### src/rtl/register_file_mp_if.sv
// Bundle of register-file signals shared by issue/writeback (master) and the file (slave).
// Read data/busy are combinational; writes and reserves take effect at the next clock edge.
// No backpressure: every write and reserve presented is accepted.
interface register_file_mp_if #(
  parameter int REG_ADDR_WIDTH = 4,
  parameter int DATA_WIDTH     = 8,
  parameter int NUM_READ       = 2,
  parameter int NUM_WRITE      = 2
);
  logic [NUM_WRITE-1:0]                write_en;
  logic [NUM_WRITE*REG_ADDR_WIDTH-1:0] regw;
  logic [NUM_WRITE*DATA_WIDTH-1:0]     dataw;
  logic [NUM_READ*REG_ADDR_WIDTH-1:0]  reg_rd;
  logic [NUM_READ*DATA_WIDTH-1:0]      data_rd;
  logic [NUM_READ-1:0]                 busy_rd;
  logic                                reserve_en;
  logic [REG_ADDR_WIDTH-1:0]           reserve_addr;
  logic                                any_busy;

  modport master (
    output write_en, regw, dataw, reg_rd, reserve_en, reserve_addr,
    input  data_rd, busy_rd, any_busy
  );

  modport slave (
    input  write_en, regw, dataw, reg_rd, reserve_en, reserve_addr,
    output data_rd, busy_rd, any_busy
  );
endinterface

### src/rtl/register_file_mp.sv
// Multi-ported register file with optional write-to-read bypass and per-register busy scoreboard.
// Latency: reads 0 cycles (combinational), writes and reserves visible 1 cycle after the edge.
// No backpressure: all ports accept every cycle; r0 reads zero and is never busy.
module register_file_mp #(
  parameter int REG_ADDR_WIDTH = 4,
  parameter int DATA_WIDTH     = 8,
  parameter int NUM_READ       = 2,
  parameter int NUM_WRITE      = 2,
  parameter int BYPASS         = 1
) (
  input logic               clk,
  input logic               rst_n,
  register_file_mp_if.slave rf
);
  localparam int NUM_REGS = 1 << REG_ADDR_WIDTH;

  logic [DATA_WIDTH-1:0] regs_q [NUM_REGS];
  logic [DATA_WIDTH-1:0] regs_d [NUM_REGS];
  logic [NUM_REGS-1:0]   busy_q;
  logic [NUM_REGS-1:0]   busy_d;

  // Packed views of the flattened port buses.
  logic [NUM_WRITE-1:0][REG_ADDR_WIDTH-1:0] waddr;
  logic [NUM_WRITE-1:0][DATA_WIDTH-1:0]     wdata;
  logic [NUM_READ-1:0][REG_ADDR_WIDTH-1:0]  raddr;
  logic [NUM_READ-1:0][DATA_WIDTH-1:0]      rd_dat;
  logic [NUM_READ-1:0][DATA_WIDTH-1:0]      rd_byp;
  logic [NUM_READ-1:0]                      rd_hit;
  logic [NUM_READ-1:0]                      rd_busy;

  assign waddr = rf.regw;
  assign wdata = rf.dataw;
  assign raddr = rf.reg_rd;

  // Next state: writes applied in ascending port order so the highest port wins;
  // a reserve is applied last so a newly issued producer keeps the register busy.
  always_comb begin
    regs_d = regs_q;
    busy_d = busy_q;
    for (int k = 0; k < NUM_WRITE; k++) begin
      if (rf.write_en[k] && (waddr[k] != '0)) begin
        regs_d[waddr[k]] = wdata[k];
        busy_d[waddr[k]] = 1'b0;
      end
    end
    if (rf.reserve_en && (rf.reserve_addr != '0)) begin
      busy_d[rf.reserve_addr] = 1'b1;
    end
    regs_d[0] = '0;
    busy_d[0] = 1'b0;
  end

  // Storage and scoreboard; reset discards data and pending reservations at once.
  always_ff @(posedge clk or negedge rst_n) begin
    if (!rst_n) begin
      for (int i = 0; i < NUM_REGS; i++) begin
        regs_q[i] <= '0;
      end
      busy_q <= '0;
    end else begin
      regs_q <= regs_d;
      busy_q <= busy_d;
    end
  end

  // Read ports: r0 is zero; a same-cycle write (when bypassing) supplies data and masks busy.
  // Bypass is gated by rst_n so nothing leaks through while the file is held in reset.
  always_comb begin
    rd_dat  = '0;
    rd_byp  = '0;
    rd_hit  = '0;
    rd_busy = '0;
    for (int p = 0; p < NUM_READ; p++) begin
      if ((BYPASS != 0) && rst_n && (raddr[p] != '0)) begin
        for (int k = 0; k < NUM_WRITE; k++) begin
          if (rf.write_en[k] && (waddr[k] == raddr[p])) begin
            rd_hit[p] = 1'b1;
            rd_byp[p] = wdata[k];
          end
        end
      end
      if (raddr[p] == '0) begin
        rd_dat[p] = '0;
      end else if (rd_hit[p]) begin
        rd_dat[p] = rd_byp[p];
      end else begin
        rd_dat[p] = regs_q[raddr[p]];
      end
      rd_busy[p] = busy_q[raddr[p]] & ~rd_hit[p];
    end
  end

  assign rf.data_rd  = rd_dat;
  assign rf.busy_rd  = rd_busy;
  assign rf.any_busy = |busy_q[NUM_REGS-1:1];

endmodule

### src/flat_wrapper.sv
// flat-port wrapper written by rule: the top's interface ports become plain ports
module register_file_mp_flat 
#(
  parameter int REG_ADDR_WIDTH = 4,
  parameter int DATA_WIDTH     = 8,
  parameter int NUM_READ       = 2,
  parameter int NUM_WRITE      = 2,
  parameter int BYPASS         = 1
)
  (clk, rst_n, rf_write_en, rf_regw, rf_dataw, rf_reg_rd, rf_reserve_en, rf_reserve_addr, rf_data_rd, rf_busy_rd, rf_any_busy);
  register_file_mp_if #(.REG_ADDR_WIDTH(REG_ADDR_WIDTH), .DATA_WIDTH(DATA_WIDTH), .NUM_READ(NUM_READ), .NUM_WRITE(NUM_WRITE)) rf_i ();
  input logic clk;
  input logic rst_n;
  input wire logic [$bits(rf_i.write_en)-1:0] rf_write_en;
  input wire logic [$bits(rf_i.regw)-1:0] rf_regw;
  input wire logic [$bits(rf_i.dataw)-1:0] rf_dataw;
  input wire logic [$bits(rf_i.reg_rd)-1:0] rf_reg_rd;
  input wire logic [$bits(rf_i.reserve_en)-1:0] rf_reserve_en;
  input wire logic [$bits(rf_i.reserve_addr)-1:0] rf_reserve_addr;
  output wire logic [$bits(rf_i.data_rd)-1:0] rf_data_rd;
  output wire logic [$bits(rf_i.busy_rd)-1:0] rf_busy_rd;
  output wire logic [$bits(rf_i.any_busy)-1:0] rf_any_busy;
  assign rf_i.write_en = rf_write_en;
  assign rf_i.regw = rf_regw;
  assign rf_i.dataw = rf_dataw;
  assign rf_i.reg_rd = rf_reg_rd;
  assign rf_i.reserve_en = rf_reserve_en;
  assign rf_i.reserve_addr = rf_reserve_addr;
  assign rf_data_rd = rf_i.data_rd;
  assign rf_busy_rd = rf_i.busy_rd;
  assign rf_any_busy = rf_i.any_busy;
  register_file_mp #(.REG_ADDR_WIDTH(REG_ADDR_WIDTH), .DATA_WIDTH(DATA_WIDTH), .NUM_READ(NUM_READ), .NUM_WRITE(NUM_WRITE), .BYPASS(BYPASS)) u_core (.clk(clk), .rst_n(rst_n), .rf(rf_i));
endmodule
### config.mk
export PLATFORM = sky130hd
export DESIGN_NAME = register_file_mp_flat
export DESIGN_NICKNAME = d
export VERILOG_FILES = /design/src/rtl/register_file_mp_if.sv /design/src/rtl/register_file_mp.sv /design/src/flat_wrapper.sv
export SDC_FILE = /design/constraint.sdc
export NUM_CORES = 1
export LEC_CHECK = 0
export ABC_AREA = 0
export CAP_MARGIN = 5
export CORE_ASPECT_RATIO = 0.8
export CORE_MARGIN = 4
export CORE_UTILIZATION = 65
export DETAILED_ROUTE_END_ITERATION = 10
export PLACE_DENSITY_LB_ADDON = 0.15
export SLEW_MARGIN = 20
export SYNTH_ARGS = -nofsm -noshare
export SYNTH_HDL_FRONTEND = slang
export SYNTH_SLANG_ARGS = --single-unit
export TNS_END_PERCENT = 100
### constraint.sdc
create_clock -name clk -period 6.9 [get_ports clk]
set_clock_uncertainty 0.2 [all_clocks]
set_input_delay 1.38 -clock clk [delete_from_list [all_inputs] [get_ports clk]]
set_output_delay 1.38 -clock clk [all_outputs]
set_load 0.02 [all_outputs]
==> results.json <==
{
  "final_hold_viol_count": 0,
  "ir_drop_mv": 0.211,
  "final-setup-viol-count": 0,
  "drc": 0,
  "holdPathStages": 1,
  "gr-total-overflow": 0,
  "wl_per_cell_um": 28.2,
  "finalHoldWorstSlack_ns": 0.387,
  "dp_slack_ns": 0.863,
  "grt_pass1_vias": 8506,
  "slew_headroom_pct": 20.3,
  "cpPeakStageDelay_ns": 0.93,
  "path_class": "input pin to output port",
  "gp_congestion": 1.05,
  "cp-start-kind": "input pin",
  "placeableCoreArea_um2": 13800,
  "final.min_clock_period_ns": 6.18,
  "synth_cell_types": 51,
  "dieHeight_um": 115,
  "cts_setup_buffers": 0,
  "root_buffer": "clkbuf_16",
  "leakagePower_nw": 4.08,
  "cts.clk_slew.worst_paths_ns": 0.06,
  "hold_buffers": 0,
  "rr_endpoint": "u_core.regs_q[45]",
  "die_area_um2": 16300,
  "cp_cell_sequence": "clkdlybuf4s50_1 > buf_4 > or2_2 > nor3_1 > or3_1 > o32ai_1 > clkdlybuf4s50_1",
  "reg2reg_slack_ns": 5.78,
  "cp_slowest_cell": "clkdlybuf4s50_1",
  "nNetsFinal": 1001,
  "drv_cap": 0,
  "period_share_pct": 89.6,
  "arrival_ns": 4.60,
  "rows": 38,
  "die_w_um": 142,
  "synth_ff_type": "dfrtp_1",
  "syn_area_um2": 9300,
  "cp.required_ns": 5.32,
  "ant_nets": 0,
  "routed_wl_mm": 32.6,
  "tritoncts": "built",
  "rr_worst_depth": 2,
  "synth_top_cell_by_area": "dfrtp_1",
  "clk_latency_ns": 0.43,
  "synthTopCellsByArea": "dfrtp_1 36%, mux2i_1 15%, mux4_2 8.0%",
  "status": "finished clean",
  "synthesis.nets": 1012,
  "postSynthCellCount": 971,
  "r2r_start": "u_core.regs_q[45]",
  "ys_ff_latch": 135,
  "drt-vias-per-instance": 7.45,
  "maxSlewViolCount": 0,
  "powerDensity_nw_per_um2": 285,
  "clock.fmax_ghz": 0.162,
  "portBuffers": 59,
  "finalPower_mw": 2.94,
  "place_hpwl_mm": 21.2,
  "htree_levels": 4,
  "crit_top_cell": "clkdlybuf4s50_1",
  "crit_fanout": 12,
  "grt_max_degree": 89,
  "min-delay-start": "u_core.busy_q[3]",
  "firstDrtPassIters": 6,
  "finalSetupTns_ns": 0,
  "cp-end-kind": "output port",
  "antenna_found_initial": 0,
  "hp-class": "register to register",
  "dr.first_iter.drc_count": 1309,
  "areaGrowthSynthToFinish_pct": 11.0,
  "worst_pin_slew_ns": 1.19,
  "via_count": 8587,
  "critical_path_buf_inv_count": 3,
  "cp_top_family": "buffers and inverters",
  "start_util_pct": 67.5,
  "ys_seq_area_share_pct": 36.3,
  "yosys.area.top_type_share_pct": 36.3,
  "yosysWarnings": 0,
  "async_reset_ff_share_pct": 100,
  "clk_path_buf_depth": 2,
  "cts_buffers": 17,
  "postCtsResizedCells": 0,
  "avgSynthCellArea_um2": 9.58,
  "worst_slack_ns": 0.720,
  "drive_above_1_share_pct": 11.7,
  "grt_pass1_wl_mm": 49.6,
  "rsz0062_at_grt": "no",
  "hold_path_end": "u_core.busy_q[3]",
  "grt.total_usage_pct": 40.7,
  "boundaryPins": 60,
  "cts_sinks": 135,
  "synth_edf_count": 0,
  "antenna_cells": 0,
  "yosys-top-cells-count": "135 x dfrtp_1, 135 x mux2i_1, 122 x nor2_1"
}
layout make-up:
class | count | area [µm²]
fillers | 953 | 3460
clock inverters | 11 | 149
multi-input cells | 728 | 5430
repair buffers | 71 | 662
inverters | 7 | 26.3
clock buffers | 21 | 460
well taps | 180 | 225
flip-flops and latches | 135 | 3380
flip-flops by register name, summed over array words and instances (netlist names):
register and cells:
u_core.regs_q 120, u_core.busy_q 15
per-layer routing:
layer	track usage (%)	part of all wire, %
met5	0	0
met4	22.8	6.4
met3	15.4	14
met2	59.8	43
met1	52.4	36
how the worst max path moves through the flow:
stage	start	to	depth (start not counted)
2_1_floorplan	rf_regw[4]	rf_data_rd[8]	7
3_3_place_gp	rf_reg_rd[7]	rf_data_rd[9]	7
3_5_place_dp	rf_reg_rd[7]	rf_data_rd[8]	7
4_1_cts	rf_reg_rd[7]	rf_data_rd[8]	7
5_1_grt	rf_reg_rd[3]	rf_data_rd[1]	8
6_report	rf_reg_rd[7]	rf_data_rd[9]	7
power by group:
part	internal (mW)	switching (mW)
registers	0.991	0.189
logic	0.407	0.407
clock network	0.587	0.360
total	1.99	0.956
logic make-up after synthesis:
group | synth area share (%)
xor+xnor | 1.51
buf+inv | 5.47
simple gates | 14.5
compound gates | 14.0
flops | 36.3
mux | 28.2
worst register-to-register path, delay by kind of cell, from the launching register on:
family | cells | cell delay, ns
flip-flops | 1 | 0.41
multiplexers | 1 | 0.20
AO/OA/AOI/OAI | 1 | 0.14
metrics by stage:
stage | util, % | cell area [µm²] | instances
floorplan | - | 9300 | 971
global route | 74.9 | 10300 | 1153
CTS | 74.9 | 10300 | 1153
finish | 74.9 | 10300 | 1153
detailed placement | 70.5 | 9720 | 1121
global placement | 70.5 | 9720 | 1121
cell usage in the layout (no fill, tap or decap), drive strengths merged, types with 18 or more instances in the layout:
master	instances
a21oi	115
clkbuf	21
clkdlybuf4s50	54
dfrtp	135
mux2	19
mux2i	135
mux4	45
nand2	65
nand3	18
nor2	132
o21ai	46
(Power assumes the default switching activity.)
==> RTL change 1, RTL diff (same flow settings) <==
`DATA_WIDTH` is set to 8 in 3 places; all go to 10.
--- a/src/rtl/register_file_mp_if.sv
+++ b/src/rtl/register_file_mp_if.sv
@@ -3,7 +3,7 @@
 // No backpressure: every write and reserve presented is accepted.
 interface register_file_mp_if #(
   parameter int REG_ADDR_WIDTH = 4,
-  parameter int DATA_WIDTH     = 8,
+  parameter int DATA_WIDTH     = 10,
   parameter int NUM_READ       = 2,
   parameter int NUM_WRITE      = 2
 );
--- a/src/rtl/register_file_mp.sv
+++ b/src/rtl/register_file_mp.sv
@@ -3,7 +3,7 @@
 // No backpressure: all ports accept every cycle; r0 reads zero and is never busy.
 module register_file_mp #(
   parameter int REG_ADDR_WIDTH = 4,
-  parameter int DATA_WIDTH     = 8,
+  parameter int DATA_WIDTH     = 10,
   parameter int NUM_READ       = 2,
   parameter int NUM_WRITE      = 2,
   parameter int BYPASS         = 1
--- a/src/flat_wrapper.sv
+++ b/src/flat_wrapper.sv
@@ -2,7 +2,7 @@
 module register_file_mp_flat 
 #(
   parameter int REG_ADDR_WIDTH = 4,
-  parameter int DATA_WIDTH     = 8,
+  parameter int DATA_WIDTH     = 10,
   parameter int NUM_READ       = 2,
   parameter int NUM_WRITE      = 2,
   parameter int BYPASS         = 1
Interface: changed (resized rf_data_rd and rf_dataw); port bits go from 60 to 68. The function was not compared with the original's and may differ.
==> RTL change 1 against the original RTL <==
Die area increased by 18%. Routed wire length up 10%. Sequential cell count rose by 30. Utilization is 1.3 points lower. Worst hold slack worse by 0.030 ns. Power increased by 14%. Non-clock buffer count rose by 23. Synthesized cell count up 16%. Largest power group unchanged. Largest cell class unchanged. Sequential share of layout area increased by 0.99 points. Cell area is 19% higher. Setup slack improved by 0.017 ns. Synthesized area is 19% higher.
==> RTL change 1: results (changes against the original RTL) <==
| Metric | Value |
|---|---|
| Leak | `5.05 nW (+24%)` |
| Async SR Flop Fraction | `1.00 (unchanged)` |
| VDD IR max | `0.155 mV (-26%)` |
| WL final | `35900 µm (+10%)` |
| DR iter-0 viols | `1446 (+10%)` |
| Layout cell share with drive strength beyond 1 | `0.133 (+0.0158)` |
| Cell total after placement | `1311 (+17%)` |
| Via count | `9594 (+12%)` |
| Post-DP HPWL | `23300 µm (+9.8%)` |
| Routed vias/inst | `7.15 (-3.9%)` |
| Max FO, Critical Path | `17 (+5)` |
| Pin count of the biggest net entering global routing | `68 (-24%)` |
| First-pass GRT wire length | `54700 µm (+10%)` |
| Synth unique cells | `47 (-7.8%)` |
| Top flop regs | `u_core.regs_q x150, u_core.busy_q x15` |
| Top_reg_cell synth | `dfrtp_1` |
| ANT cells | `0 (unchanged)` |
| Fillers | `1187 (+25%)` |
| Status | `complete, no violations` |
| Slew headroom | `0.230 (+0.0263)` |
| CTS Buf Count | `17 (unchanged)` |
| Net Sw Frac | `0.333 (+0.00819)` |
| Initial antenna violation count | `0 (unchanged)` |
| Final #Nets | `1155 (+15%)` |
| Min Hold Slack | `0.357 ns (-0.0302 ns)` |
| Drt first pass iters | `7 (+1)` |
| Synth Instances | `1122 (+16%)` |
| Routability cong. | `1.03 (-2.6%)` |
| Slew Limit Fails | `0 (unchanged)` |
| Vias in the first global route | `9327 (+9.7%)` |
| Synth top area cells | `dfrtp_1 (37%), mux2i_1 (18%), mux4_2 (11%), a21oi_1 (4.2%), nor2_1 (4.1%)` |
| Largest stage delay, worst path | `0.86 ns (-0.07 ns)` |
| Pre-CTS setup slack | `0.868 ns (+0.00535 ns)` |
| Port bufs | `67 (+14%)` |
| Most instantiated cells after synthesis | `mux2i_1 (197), dfrtp_1 (165), nor2_1 (122)` |
| Slowest stage cell on the critical path | `clkdlybuf4s50_1` |
| Longest Clk Path Bufs | `2 (unchanged)` |
| Seq/Total Area, Yosys | `0.372 (+0.00856)` |
| H-tree levels | `4 (unchanged)` |
| GRT Util Overall | `0.371 (-0.0358)` |
RTL change 1: changes by cell type in the layout (fill, tap and decap cells not counted), moves of 21 or more:
cell,delta
dfrtp_1,+30
nand2_1,+31
mux2i_1,+62
o21ai_0,+27
a21oi_1,-21
mux4_2,+21
RTL change 1: power groups by stage:
stage | combinational, mW | clock [mW] | sequential (mW)
6_report | 0.953 | 0.973 | 1.42
2_1_floorplan | 0.677 | 0 | 1.35
4_1_cts | 0.937 | 0.971 | 1.41
3_5_place_dp | 0.931 | 0 | 1.42
3_3_place_gp | 0.911 | 0 | 1.41
5_1_grt | 1.02 | 1.01 | 1.45
RTL change 1: layout make-up:
class,instances,area [µm²],share of cell area
Multi-Input combinational cell,830,6410,0.523
Tap cell,220,275,0.0225
Timing Repair Buffer,94,855,0.0697
Clock buffer,17,425,0.0347
Inverter,2,7.51,0.000613
Sequential cell,165,4130,0.337
Clock inverter,13,150,0.0123
RTL change 1: worst reg2reg max path: cells and delay by family (launching register included):
family	cells	cell delay, ns
AO/OA/AOI/OAI	1	0.11
flip-flops	1	0.41
multiplexers	1	0.20
RTL change 1: metal layers:
metal	up-vias	routed length, µm	GRT usage
li1	4086	-	-
met1	4615	13500	0.507
met2	750	16000	0.560
met3	143	4720	0.100
met4	0	1690	0.168
met5	-	0	0
RTL change 1: cell families after synthesis:
| logic type | share of synthesized area |
|---|---|
| flip-flops | 0.372 |
| AND/OR/NAND/NOR | 0.118 |
| multiplexers | 0.312 |
| buffers and inverters | 0.0536 |
| XOR/XNOR | 0.0126 |
| AO/OA/AOI/OAI | 0.133 |
RTL change 1: final timing paths:
path	from	end	slack, ns
setup / recovery	rf_reg_rd[3]	rf_data_rd[0]	0.74
hold / removal	u_core.busy_q[5]	u_core.busy_q[5]	0.36
setup reg to reg	u_core.regs_q[78]	u_core.regs_q[78]	5.81
hold reg to reg	u_core.busy_q[5]	u_core.busy_q[5]	0.36
max in group asynchronous	rst_n	u_core.regs_q[134]	4.63
min in group asynchronous	rst_n	u_core.regs_q[78]	0.64
==> RTL change 2, RTL diff (config.mk and constraints unchanged) <==
Made on the original files. Reset style: synchronous (`rst_n`), changed in one clocked block.
--- a/src/rtl/register_file_mp.sv
+++ b/src/rtl/register_file_mp.sv
@@ -51,7 +51,7 @@
   end
 
   // Storage and scoreboard; reset discards data and pending reservations at once.
-  always_ff @(posedge clk or negedge rst_n) begin
+  always_ff @(posedge clk) begin
     if (!rst_n) begin
       for (int i = 0; i < NUM_REGS; i++) begin
         regs_q[i] <= '0;
Behaviour: not the same (Yosys sat finds a counterexample within 4 cycles, from zero or initial values and one cycle with rst_n low; the reset may be asserted at any time).
==> RTL change 2 against the original RTL <==
Sequential cell count is the same. Cell count rose by 5.4%. Synthesized area is 0.94% higher. Synthesized cell count up 7.4%. Cell area rose by 1.1%. Setup slack better by 0.084 ns. Routed wire length fell by 0.33%. Largest cell class unchanged.
Power is not compared: it rests on default switching activity, and its combinational part moved more than twofold at a synthesized area within 25%.
==> RTL change 2: results (changes against the original RTL) <==
| Metric | Value |
|---|---|
| Final #Nets | `1064 (+6.3%)` |
| Max Freq | `0.164 GHz (+1.4%)` |
| R2R Path End | `u_core.regs_q[33]` |
| Status | `complete, no violations` |
| Pre-CTS setup slack | `0.956 ns (+0.0926 ns)` |
| Synth unique cells | `56 (+9.8%)` |
| Synth top area cells | `dfxtp_1 (29%), o211a_1 (13%), mux4_2 (12%), mux2i_1 (8.0%), nand2_1 (6.0%)` |
| Crit path from | `rf_reg_rd[1]` |
| Routed vias/inst | `7.54 (+1.2%)` |
| Synth Instances | `1043 (+7.4%)` |
| GRT Util Overall | `0.393 (-0.0138)` |
| Layout cell share with drive strength beyond 1 | `0.134 (+0.0171)` |
| Pin count of the biggest net entering global routing | `63 (-29%)` |
| Avg WL per Cell | `26.7 µm (-5.4%)` |
| Hold Path Depth | `2 (+1)` |
| Seq/Total Area, Yosys | `0.288 (-0.0753)` |
| Routability cong. | `1.01 (-4.0%)` |
| Placed Instance Area | `9850 µm² (+1.3%)` |
| Slew headroom | `0.221 (+0.0174)` |
| R2R Setup Slk | `5.83 ns (+0.05 ns)` |
| Fillers | `1041 (+9.2%)` |
| DR iter-0 viols | `1475 (+13%)` |
| Worst Hold Path EP | `u_core.busy_q[11]` |
| Cell total after placement | `1184 (+5.6%)` |
| Most instantiated cells after synthesis | `nand2_1 (151), dfxtp_1 (135), o211a_1 (120)` |
[RTL change 2: changes by cell type after synthesis, sizes merged, moves of 86 or more]
cell,delta
nor2,-106
nand2,+86
o211a,+120
dfxtp,+135
a21oi,-107
dfrtp,-135
[RTL change 2: area by class of cell]
type | instances | area [µm²] | area share
repair buffers | 85 | 781 | 0.0748
inverters | 2 | 7.51 | 0.000719
well taps | 180 | 225 | 0.0216
clock inverters | 10 | 120 | 0.0115
flip-flops and latches | 135 | 2700 | 0.259
multi-input cells | 782 | 6130 | 0.587
clock buffers | 21 | 470 | 0.0451
[RTL change 2: kinds of logic (layout without fill, tap and decap cells)]
family,Yosys count,after routing,share of synthesized area
flops,135,135,0.288
xor+xnor,16,16,0.0149
simple gates,344,344,0.174
buf+inv,126,118,0.0600
compound gates,274,274,0.233
mux,148,148,0.231
[RTL change 2: routing by layer]
metal  up-vias  track usage  wire length [µm]
li1       3880            -                 -
met1      4317        0.538             12500
met2       809        0.566             13600
met3       151        0.137              4910
met4         0        0.174              1460
met5         -            0                 0
